**src/rtl/draw_sprite_fill.sv**
```systemverilog
// Sprite blitter: reads a SPR_W x SPR_H sprite from a synchronous ROM and plots it at (x0,y0),
// with columns at or beyond fill_cols drawn in a flat colour and optional colour-key transparency.
module draw_sprite_fill #(
    parameter int          SPR_W      = 137,
    parameter int          SPR_H      = 37,
    parameter int          ADDR_W     = 13,
    parameter logic [2:0]  KEY_COLOUR = 3'b000
) (
    input  logic              clock_all,
    input  logic              reset_all,
    input  logic              start,
    input  logic [8:0]        x_,
    input  logic [7:0]        y_,
    input  logic [8:0]        fill_cols,
    input  logic [2:0]        empty_colour,
    input  logic              key_en,
    output logic [ADDR_W-1:0] rom_addr,
    input  logic [2:0]        rom_q,
    output logic [8:0]        out_x,
    output logic [7:0]        out_y,
    output logic [2:0]        out_colour,
    output logic              plot,
    output logic              busy,
    output logic              done
);

    localparam int CW = (SPR_W > 1) ? $clog2(SPR_W) : 1;
    localparam int RW = (SPR_H > 1) ? $clog2(SPR_H) : 1;
    localparam logic [CW-1:0] COL_LAST = CW'(SPR_W - 1);
    localparam logic [RW-1:0] ROW_LAST = RW'(SPR_H - 1);

    typedef enum logic [1:0] {IDLE, RUN, FLUSH, DONE} state_t;

    state_t      state;
    logic [CW-1:0] col;
    logic [RW-1:0] row;

    // one pipeline stage that lines the pixel position up with rom_q
    logic          p_vld;
    logic [CW-1:0] p_col;
    logic [RW-1:0] p_row;

    logic [8:0] x0;
    logic [7:0] y0;
    logic [8:0] fill_l;
    logic [2:0] empty_l;
    logic       key_l;

    always_ff @(posedge clock_all or negedge reset_all) begin
        if (!reset_all) begin
            state    <= IDLE;
            col      <= '0;
            row      <= '0;
            rom_addr <= '0;
            p_vld    <= 1'b0;
            p_col    <= '0;
            p_row    <= '0;
            x0       <= '0;
            y0       <= '0;
            fill_l   <= '0;
            empty_l  <= '0;
            key_l    <= 1'b0;
            done     <= 1'b0;
        end else begin
            case (state)
                IDLE: begin
                    done  <= 1'b0;
                    p_vld <= 1'b0;
                    if (start) begin
                        x0       <= x_;
                        y0       <= y_;
                        fill_l   <= fill_cols;
                        empty_l  <= empty_colour;
                        key_l    <= key_en;
                        col      <= '0;
                        row      <= '0;
                        rom_addr <= '0;
                        state    <= RUN;
                    end
                end
                RUN: begin
                    p_vld <= 1'b1;
                    p_col <= col;
                    p_row <= row;
                    if (col == COL_LAST) begin
                        col <= '0;
                        if (row == ROW_LAST) begin
                            // ROM has already sampled the last address on this edge
                            row      <= '0;
                            rom_addr <= '0;
                            state    <= FLUSH;
                        end else begin
                            row      <= row + RW'(1);
                            rom_addr <= rom_addr + ADDR_W'(1);
                        end
                    end else begin
                        col      <= col + CW'(1);
                        rom_addr <= rom_addr + ADDR_W'(1);
                    end
                end
                FLUSH: begin
                    p_vld <= 1'b0;
                    p_col <= '0;
                    p_row <= '0;
                    done  <= 1'b1;
                    state <= DONE;
                end
                DONE: begin
                    done  <= 1'b0;
                    state <= IDLE;
                end
                default: state <= IDLE;
            endcase
        end
    end

    // col < SPR_W always, so fill_cols >= SPR_W naturally fills every column
    logic in_fill;
    assign in_fill = 16'(p_col) < 16'(fill_l);

    assign busy       = (state == RUN) || (state == FLUSH);
    assign out_x      = p_vld ? (x0 + 9'(p_col)) : 9'd0;
    assign out_y      = p_vld ? (y0 + 8'(p_row)) : 8'd0;
    assign out_colour = !p_vld ? 3'd0 : (in_fill ? rom_q : empty_l);
    assign plot       = p_vld && !(key_l && in_fill && (rom_q == KEY_COLOUR));

endmodule

```
**config.mk**
```make
export PLATFORM = sky130hd
export DESIGN_NAME = draw_sprite_fill
export DESIGN_NICKNAME = d
export VERILOG_FILES = /design/src/rtl/draw_sprite_fill.sv
export SDC_FILE = /design/constraint.sdc
export NUM_CORES = 1
export LEC_CHECK = 0
export BUFFER_PORTS_ARGS = -buffer_cell sky130_fd_sc_hd__clkbuf_2
export CORE_UTILIZATION = 51
export CTS_CLUSTER_SIZE = 24
export DETAILED_ROUTE_END_ITERATION = 10
export MAX_ROUTING_LAYER = met4
export PLACE_DENSITY = 0.73
export SKIP_CTS_REPAIR_TIMING = 1
export SYNTH_ARGS = -nofsm -noshare
export SYNTH_HDL_FRONTEND = slang
export SYNTH_SLANG_ARGS = --single-unit
```
**constraint.sdc**
```tcl
create_clock -name clock_all -period 2.13 [get_ports clock_all]
set_input_delay 0.426 -clock clock_all [delete_from_list [all_inputs] [get_ports clock_all]]
set_output_delay 0.426 -clock clock_all [all_outputs]
set_load 0.03 [all_outputs]
```
==> results by group <==
Outcome
  • Outcome: finished, violations left
  • Violated checks: negative setup slack

Detailed routing
  • DRT iter0 DRCs: between 100 and 150
  • Avg WL per Cell: 14.9 um
  • Avg Vias per Cell: between 5 and 6
  • Initial DRT Pass Iterations: 4
  • Residual DRC: 0
  • DR vias: about 3400
  • Detail Route Antenna Nets: 0
  • Post-Route WL: between 9000 and 10000 um

Synthesis
  • Syn Area/Cell: between 10 and 15 sq um
  • Top_reg_cell synth: dfrtp_1
  • Post-synth EDFFs: 0
  • Yosys cell types: 44
  • Ys Warns: 0
  • Post-synthesis cell count: between 400 and 500
  • FFs w/ async S/R, synth: 100%
  • Synth Register Bits: 75
  • Sequential share of the synthesized area: 44.1%
  • Syn nets: slightly below 500
  • Synthesized area: 0.00425 sq mm

Clock tree
  • Max H-tree Level: 3
  • TritonCTS clock tree: yes
  • Clk sinks: 75
  • Clk_lat worst skew: 350 ps
  • Root buffer cell: clkbuf_8
  • Total CTS buffers: 9
  • CTS Buffer Depth: 2
  • Clk pin slew, worst setup/hold paths: around 80 ps

Worst setup path
  • Crit. Startpoint: p_col[0]
  • Worst EP arrival: 2260 ps
  • Reg2reg end: state[1]
  • FF-to-FF path depth: 8
  • Top delay family on crit path: adder cells
  • Worst R2R Setup Slack: 160 ps
  • CP peak stage delay: roughly 370 ps
  • Critical Path Fanout Max: 3
  • CP required: about 1700 ps
  • Endpoint class of the critical path: primary output
  • Slowest CP cell: dfrtp_1
  • Crit-path cells: ha_2 -> inv_2 -> fa_2 -> nor2b_2 -> o31ai_4 -> a21boi_2 -> nor3_1 -> and3b_2 -> buf_2
  • CP Depth: 9
  • Worst setup SP type: register
  • Critical path type: register to primary output
  • Buffers and inverters on the worst path: 2
  • Reg-to-Reg Start: col[1]

Timing
  • Final slew viol count: 0
  • Final WS setup: -559 ps
  • Worst Clk Skew: about 8.6 ps
  • Fin crit share: 126%
  • Hold Vio Cnt, Final: 0
  • Worst-Margin Slew: roughly 640 ps
  • Crit path time final: approximately 2700 ps
  • RSZ-0062 raised after global routing: yes
  • Max-slew headroom: between 50% and 60%
  • Final-report setup violation count: 18
  • Max Clk Rate: about 370 MHz

Cells and area
  • Util after Layout: 69.1%
  • Fill count: a little under 600
  • Most frequent cells in the layout: 74 x dfrtp_1, 51 x clkbuf_2, 39 x buf_4, 34 x inv_1, 33 x mux2_2
  • Diode count: 0
  • Final net count: approximately 600
  • Fraction of layout instances using a drive strength above 1: 36.6%
  • Commonest non-fill, non-tap cell in the layout: dfrtp_1
  • P&R area growth vs syn: 28.2%

Placement
  • Port Buffers: 71
  • DP HPWL: roughly 6500 um
  • Gp weighted congestion: 0.856

Die
  • Initial Util: a little over half
  • Num rows: 32
  • Die W: about 93 um
  • Die Span Y: 93.3 um
  • Core ar.: approximately 0.0079 sq mm
  • I/O Pins: 72
  • Die area: approximately 0.0087 sq mm

Global routing
  • Initial antenna violation count: 0
  • GR Util All Layers: between 20% and 30%
  • First-pass GRT wire length: between 10000 and 15000 um
  • Pin count of the biggest net entering global routing: between 50 and 60
  • Vias in the first global route: around 3200
  • GRT overflow: 0

Flow run
  • Maxcap violations: 0

Power and ir drop
  • Leak pwr: ~2.6 nW
  • Total power: approximately 7.8 mW
  • Peak supply drop: between 700 and 800 uV
  • PD cells: approximately 1400 mW/mm^2

Min path
  • Min-Delay Path Class: input pin to async pin
layer usage:
layer | routed length [um] | part of all wire (%) | track usage [%] | vias up
met5 | 0 | 0 | - | -
met4 | 157 | 1.7 | 8.85 | 0
met3 | 404 | 4.3 | 5.20 | 13
met2 | 4390 | 47 | 34.6 | 79
met1 | 4410 | 47 | 28.7 | 1613
li1 | - | - | - | 1673
worst max-delay path by stage:
stage / to / slack (ps)
floorplan: out_x[8] / -110
global placement: out_x[6] / -180
detailed placement: out_x[6] / -270
CTS: out_x[6] / -660
global route: out_x[6] / -630
finish: out_x[6] / -560
stage by stage:
stage | hold slack [ps] | TNS, ps | setup WS (ps) | area, sq um | instances
floorplan | 130 | -612 | -108 | 4290 | 418
global placement | 487 | -1330 | -184 | 4950 | 606
detailed placement | 493 | -1930 | -266 | 4950 | 606
CTS | 110 | -8200 | -656 | 5130 | 621
global route | 131 | -8060 | -634 | 5450 | 630
finish | 80.4 | -6380 | -559 | 5450 | 630
state kept, by name, summed over array words and instances (netlist names):
name      count
rom_addr     13
fill_l        9
x0            9
col           8
p_col         8
y0            8
p_row         6
row           6
empty_l       3
state         2
done          1
key_l         1
p_vld         1
kinds of logic (layout without fill, tap and decap cells):
family | count (synthesis) | count (layout) | synth area share, %
AO/OA/AOI/OAI | 70 | 70 | 10.8
XOR/XNOR | 24 | 24 | 4.94
adder cells (fa/ha/maj) | 33 | 33 | 10.1
buffers and inverters | 48 | 158 | 4.44
flip-flops | 75 | 75 | 44.1
multiplexers | 35 | 35 | 9.21
AND/OR/NAND/NOR | 133 | 133 | 16.4
Yosys cell counts, types with 5 or more instances:
cell type | instances | share of area [%]
nand3b_1 | 14 | 2.5
nand3_1 | 17 | 2.0
nand2_1 | 27 | 2.4
nand2b_1 | 5 | 0.74
clkbuf_1 | 10 | 0.88
a21oi_1 | 6 | 0.71
o21ai_0 | 33 | 3.9
inv_1 | 35 | 3.1
dfrtp_1 | 75 | 44
and2_1 | 11 | 1.6
mux2_2 | 33 | 8.7
nand4_1 | 9 | 1.3
ha_1 | 31 | 9.1
xor2_1 | 12 | 2.5
a211oi_1 | 5 | 0.88
nor3_1 | 5 | 0.59
nor2b_1 | 5 | 0.74
nor2_1 | 30 | 2.6
xnor2_1 | 12 | 2.5
o31ai_1 | 5 | 0.88
final cells by class:
type	instances	area (sq um)	area share (%)
clock inverters	3	40.0	0.735
clock buffers	12	135	2.48
inverters	35	131	2.41
repair buffers	108	741	13.6
flip-flops and latches	75	1880	34.5
well taps	102	128	2.34
multi-input cells	295	2400	44.0
where the power goes:
group / switching (mW) / leakage, nW / internal [mW]
clock network: 0.494 / 0.0902 / 0.532
logic: 2.44 / 1.51 / 2.07
registers: 0.420 / 0.963 / 1.89
Note: power is estimated with default switching activity, not from simulation.
